**config.mk**
```make
export PLATFORM = sky130hd
export DESIGN_NAME = icache_refill_ctrl
export DESIGN_NICKNAME = d
export VERILOG_FILES = /design/src/rtl/icache_refill_ctrl.sv
export SDC_FILE = /design/constraint.sdc
export NUM_CORES = 1
export LEC_CHECK = 0
export ABC_AREA = 1
export BUFFER_PORTS_ARGS = -buffer_cell sky130_fd_sc_hd__buf_2
export CORE_ASPECT_RATIO = 1.1
export CORE_UTILIZATION = 30
export DETAILED_ROUTE_END_ITERATION = 8
export GPL_TIMING_DRIVEN = 0
export PLACE_DENSITY = 0.56
export SLEW_MARGIN = 20
export SYNTH_ARGS = -nofsm -noshare
export SYNTH_HDL_FRONTEND = slang
export SYNTH_SLANG_ARGS = --single-unit
```
**constraint.sdc**
```tcl
create_clock -name clk_i -period 1.4 [get_ports clk_i]
set_input_delay 0.07 -clock clk_i [delete_from_list [all_inputs] [get_ports clk_i]]
set_output_delay 0.07 -clock clk_i [all_outputs]
set_load 0.01 [all_outputs]
```
**src/rtl/icache_refill_ctrl.sv**
```systemverilog
// ---------------------------------------------------------------------------
// icache_refill_ctrl
//
// Write-side refill engine for the icache. On a fetch miss it requests every
// word of the missing block from remote memory, collects the responses (which
// may come back in any order) into a small block buffer, and streams them into
// the icache write port strictly in ascending word-offset order. When the last
// word has been consumed it pulses refill_done_o so the core can replay the
// fetch. A flush during the refill suppresses that pulse but still lets the
// block finish, so the icache's own write counter stays block-aligned.
//
// Optional feature (macro ICACHE_REFILL_CRITICAL_WORD_FIRST_EN):
//   requests start at the missed word offset and wrap around the block;
//   writes are still issued in order 0..N-1.
//
// Ports
//   clk_i, reset_n_i            clock, asynchronous active-low reset
//   miss_v_i, miss_pc_i         miss strobe and missing word PC (IDLE only)
//   flush_i                     cancel replay of the current refill
//   req_v_o, req_pc_o,
//   req_ready_i                 remote load request handshake
//   resp_v_i, resp_offset_i,
//   resp_data_i                 load response (always accepted)
//   w_v_o, w_pc_o, w_instr_o,
//   w_yumi_i                    icache write port (valid/yumi)
//   busy_o                      refill in progress
//   refill_done_o               one-cycle pulse: block written, replay allowed
// ---------------------------------------------------------------------------
module icache_refill_ctrl #(
    parameter int icache_tag_width_p           = 12,
    parameter int icache_entries_p             = 1024,
    parameter int icache_block_size_in_words_p = 4,
    localparam int pc_width_lp = icache_tag_width_p + $clog2(icache_entries_p),
    localparam int off_w_lp    = $clog2(icache_block_size_in_words_p)
) (
    input  logic                   clk_i,
    input  logic                   reset_n_i,
    input  logic                   miss_v_i,
    input  logic [pc_width_lp-1:0] miss_pc_i,
    input  logic                   flush_i,
    output logic                   req_v_o,
    output logic [pc_width_lp-1:0] req_pc_o,
    input  logic                   req_ready_i,
    input  logic                   resp_v_i,
    input  logic [off_w_lp-1:0]    resp_offset_i,
    input  logic [31:0]            resp_data_i,
    output logic                   w_v_o,
    output logic [pc_width_lp-1:0] w_pc_o,
    output logic [31:0]            w_instr_o,
    input  logic                   w_yumi_i,
    output logic                   busy_o,
    output logic                   refill_done_o
);

    localparam int N_LP = icache_block_size_in_words_p;
    // Counters carry one extra bit so that reaching N is distinguishable from 0.
    localparam logic [off_w_lp:0]   LP_N    = N_LP[off_w_lp:0];
    localparam logic [off_w_lp-1:0] LP_LAST = '1;

    typedef enum logic [1:0] {
        S_IDLE = 2'd0,
        S_FILL = 2'd1,
        S_DONE = 2'd2
    } state_e;

    state_e                             r_state, w_state_n;
    logic [pc_width_lp-off_w_lp-1:0]    r_base_hi;
    logic [off_w_lp:0]                  r_req_cnt;
    logic [off_w_lp:0]                  r_wr_cnt;
    logic [N_LP-1:0]                    r_valid;
    logic [N_LP-1:0][31:0]              r_buf;
    logic                               r_cancel;

    logic [off_w_lp-1:0]                w_req_off;
    logic [off_w_lp-1:0]                w_wr_off;
    logic                               w_req_fire;
    logic                               w_wr_fire;
    logic                               w_fill;

`ifdef ICACHE_REFILL_CRITICAL_WORD_FIRST_EN
    logic [off_w_lp-1:0]                r_crit_off;
    // Natural truncation of the sum gives the modulo-N wrap.
    assign w_req_off = r_crit_off + r_req_cnt[off_w_lp-1:0];
`else
    logic                               w_unused_miss_off;
    assign w_req_off         = r_req_cnt[off_w_lp-1:0];
    assign w_unused_miss_off = ^miss_pc_i[off_w_lp-1:0];
`endif

    assign w_fill     = (r_state == S_FILL);
    assign w_wr_off   = r_wr_cnt[off_w_lp-1:0];

    assign req_v_o    = w_fill && (r_req_cnt < LP_N);
    assign req_pc_o   = {r_base_hi, w_req_off};
    assign w_req_fire = req_v_o && req_ready_i;

    // Valid bits are registered, so a response to the slot being waited on
    // is presented one cycle after it lands rather than combinationally.
    assign w_v_o      = w_fill && !r_wr_cnt[off_w_lp] && r_valid[w_wr_off];
    assign w_pc_o     = {r_base_hi, w_wr_off};
    assign w_instr_o  = r_buf[w_wr_off];
    assign w_wr_fire  = w_v_o && w_yumi_i;

    assign busy_o        = (r_state != S_IDLE);
    assign refill_done_o = (r_state == S_DONE) && !r_cancel;

    // State register
    always_ff @(posedge clk_i or negedge reset_n_i) begin
        if (!reset_n_i) r_state <= S_IDLE;
        else            r_state <= w_state_n;
    end

    // Next-state logic
    always_comb begin
        w_state_n = r_state;
        case (r_state)
            S_IDLE:  if (miss_v_i) w_state_n = S_FILL;
            S_FILL:  if (w_wr_fire && (w_wr_off == LP_LAST)) w_state_n = S_DONE;
            S_DONE:  w_state_n = S_IDLE;
            default: w_state_n = S_IDLE;
        endcase
    end

    // Datapath: block base, counters, response buffer, cancel flag
    always_ff @(posedge clk_i or negedge reset_n_i) begin
        if (!reset_n_i) begin
            r_base_hi  <= '0;
            r_req_cnt  <= '0;
            r_wr_cnt   <= '0;
            r_valid    <= '0;
            r_buf      <= '0;
            r_cancel   <= 1'b0;
`ifdef ICACHE_REFILL_CRITICAL_WORD_FIRST_EN
            r_crit_off <= '0;
`endif
        end else begin
            case (r_state)
                S_IDLE: begin
                    if (miss_v_i) begin
                        r_base_hi  <= miss_pc_i[pc_width_lp-1:off_w_lp];
                        r_req_cnt  <= '0;
                        r_wr_cnt   <= '0;
                        r_valid    <= '0;
                        r_cancel   <= 1'b0;
`ifdef ICACHE_REFILL_CRITICAL_WORD_FIRST_EN
                        r_crit_off <= miss_pc_i[off_w_lp-1:0];
`endif
                    end
                end
                S_FILL: begin
                    if (w_req_fire) r_req_cnt <= r_req_cnt + 1'b1;
                    if (w_wr_fire)  r_wr_cnt  <= r_wr_cnt + 1'b1;
                    if (resp_v_i) begin
                        r_buf[resp_offset_i]   <= resp_data_i;
                        r_valid[resp_offset_i] <= 1'b1;
                    end
                    // Replay is cancelled, but the block still completes.
                    if (flush_i) r_cancel <= 1'b1;
                end
                S_DONE:  r_cancel <= 1'b0;
                default: ;
            endcase
        end
    end

    // A second response for a slot already filled is a protocol error.
    a_no_dup_resp: assert property (@(posedge clk_i) disable iff (!reset_n_i)
        (w_fill && resp_v_i) |-> !r_valid[resp_offset_i]);

endmodule
```
==> out/metrics.csv <==
metric,value,unit
grt_pass1_vias,6844,
port_buffers,140,
synth.most_common_cell,nand2_1,
min-delay-path-class,in -> reg,
drive_gt1_share,51.64,%
cpMaxStageDelayCell,dfrtp_2,
p_leak,0.005878,µW
synth_largest_area_cell,dfrtp_1,
cp.required,1.33,ns
syn_to_final_growth,64.46,%
layout.cells.non_filler,1402,
coreArea,23920,µm²
intPower,15220,µW
synth-edff-count,0,
hold_path_depth,3,
dr.pass1.iters,5,
synth_ff_type,dfrtp_1,
fin_skew,0.004880,ns
ys_ff_latch,161,
reg2reg_depth,12,
synthTopCellsByCount,"nand2_1, dfrtp_1, o21ai_0, nor2_1, o21ai_2",
clk_latency,0.43,ns
fill_cells,2156,
groute.usage.overall,19.59,%
drc,0,
clkPwrFrac,19.2,%
setup.worst_path.end_class,output pin,
slew_violations,0,
drt-total-wl,25.26,mm
die_w,151.5,µm
power_frac_comb,47.5,%
fin_crit_sh,131.3,%
cts-root-buf,clkbuf_16,
p_sw_share,38.77,%
grt_max_degree,98,
nets,1148,
synth.area.top_cells,"dfrtp_1, nand2_1, o21ai_2",
worstPathArrival,1.77,ns
die_h,166.5,µm
async_reset_ff_share,100.0,%
power-per-cell-area,2048,nW/µm²
die_area,25230,µm²
rsz0062_at_grt,yes,
grt-ovfl-total,0,
startpoint_type,register,
netlist_instances,809,
fin_hold_ws,0.02380,ns
cts.clk_slew.worst_paths,0.06,ns
cts_tree,done,
maxCapViolations,0,
syn-cell-area,7378,µm²
seqPwrFrac,33.3,%
worst-path-max-fanout,10,
grt_pass1_wl,37.63,mm
placed_cell_area,8498,µm²
gp_congestion,0.7480,
avgSynthCellArea,9.120,µm²
relSlewSlack,64.27,%
antenna_found_initial,0,
synthDistinctLibCells,25,
cts.sinks,161,
final_area,12130,µm²
path_cells,buf_6 > clkbuf_8 > o21ai_1 > o22ai_2 > buf_2,
wl_per_cell,18.02,µm
p_sw,9635,µW
start_util,30.85,%
dp.cells,1255,
setup_viol,170,
drtIter0Drc,322,
critPathMaxStageDelay,0.46,ns
status,finished with violations,
worstMarginPinSlew,0.5360,ns
ir_worst_vdd,0.9287,mV
io_pins,143,
via_count,6738,
syn-num-nets,874,
htreeDepth,4,
clockBufferDepth,2,
drt.antenna.violating_nets,0,
netlist.area_leader.share,54.60,%
row_count,59,
viasPerCell,4.806,
ys_warn_count,0,
critPathKind,reg -> out,
ys_seq_area_share,54.60,%
hold_viol_final,0,
hpwlAfterDp,13.95,mm
setup_slack,-0.4387,ns
period_minus_slack,1.839,ns
numCtsBuffers,17,
max_freq,0.5439,GHz
violations,setup timing,
[metal layers]
layer,global-route usage (%),vias to the layer above,wire [µm]
li1,-,3205,-
met2,33.21,182,12590
met5,0,-,0
met4,6.457,0,703
met3,3.342,44,1044
met1,25.03,3307,10920
[power groups by stage]
stage | registers (µW) | clock network, µW | logic (µW)
after floorplan | 7550 | 0 | 5190
after global placement | 7630 | 0 | 8080
after detailed placement | 7680 | 0 | 8180
after CTS | 7970 | 4810 | 10700
after global routing | 8520 | 5020 | 12800
final | 8270 | 4780 | 11800
[placed cells by master (no fill, tap or decap), types with 2 or more instances in the layout]
cell / synthesis / final
dfrtp_1: 161 / 159
buf_2: 7 / 139
o21ai_2: 65 / 109
nand2_1: 206 / 88
nand2_4: 0 / 79
nor2_1: 71 / 70
dlygate4sd3_1: 0 / 52
o21ai_1: 36 / 48
nand2_2: 2 / 40
buf_4: 25 / 40
inv_1: 41 / 39
o21ai_0: 93 / 36
buf_12: 0 / 28
clkbuf_16: 0 / 28
o22ai_1: 32 / 24
buf_6: 23 / 17
buf_16: 0 / 16
buf_8: 0 / 14
clkbuf_8: 0 / 8
o22ai_2: 0 / 8
nand3_1: 8 / 7
clkbuf_4: 0 / 6
inv_6: 0 / 4
inv_4: 0 / 3
nand3_4: 0 / 3
a21oi_2: 0 / 3
clkinvlp_4: 0 / 3
clkinv_4: 0 / 3
clkinv_2: 0 / 3
ha_1: 2 / 2
bufinv_16: 0 / 2
dfrtp_2: 0 / 2
[layout make-up]
type	instances	area [µm²]	area share, %
multi-input cells	527	3607	29.73
clock buffers	20	456.7	3.764
inverters	46	195.2	1.609
diodes	1	2.502	0.02062
repair buffers	257	2376	19.58
clock inverters	12	132.6	1.093
well taps	305	381.6	3.145
flip-flops and latches	161	4031	33.22
plain buffers	73	950.9	7.837
[worst max-delay path, delay by kind of cell, from the launching register on]
kind,cells,cell delay [ns]
compound gates,2,0.34
flops,1,0.46
buf+inv,3,0.54
[stage by stage]
step / setup slack, ns / utilization [%] / TNS, ns / total power (µW)
floorplan: 0.09774 / - / 0 / 12740
global placement: -2.381 / 35.37 / -405.63 / 15710
detailed placement: -0.5359 / 35.53 / -24.25 / 15870
CTS: -0.4053 / 48.02 / -29.36 / 23510
global route: -0.4682 / 50.72 / -39.05 / 26330
finish: -0.4387 / 50.73 / -30.59 / 24850
[sequential cells by signal, summed over array words and instances, names as in the netlist]
name / cells
r_base_hi: 20
r_buf: 128
r_cancel: 1
r_req_cnt: 3
r_state: 2
r_valid: 4
r_wr_cnt: 3
[cells by family after synthesis]
logic type	count (synthesis)	share of synthesized area [%]
and+or+nand+nor	293	15.50
adders and majority gates	2	0.3391
AOI/OAI and AO/OA	232	19.67
DFF	161	54.60
buffers and inverters	121	9.886
[path summary, 6_finish.rpt]
check	from	endpoint	slack [ns]
min	resp_data_i[20]	r_buf[20]	0.02
max	r_wr_cnt[0]	w_instr_o[20]	-0.44
max in group asynchronous	reset_n_i	r_buf[125]	0.32
min reg2reg	r_buf[51]	r_buf[51]	0.48
max reg2reg	r_state[1]	r_buf[14]	-0.21
min in group asynchronous	reset_n_i	r_state[0]	0.17
[repair_timing]
item,4_1_cts,5_1_grt
gates cloned,21,9
pin swaps,14,16
buffers inserted,31,12
hold buffers,52,0
endpoints found under the hold margin,191,0
endpoints found under the setup margin,186,189
resized for setup,357,148
Power figures use the tool's default switching activity.
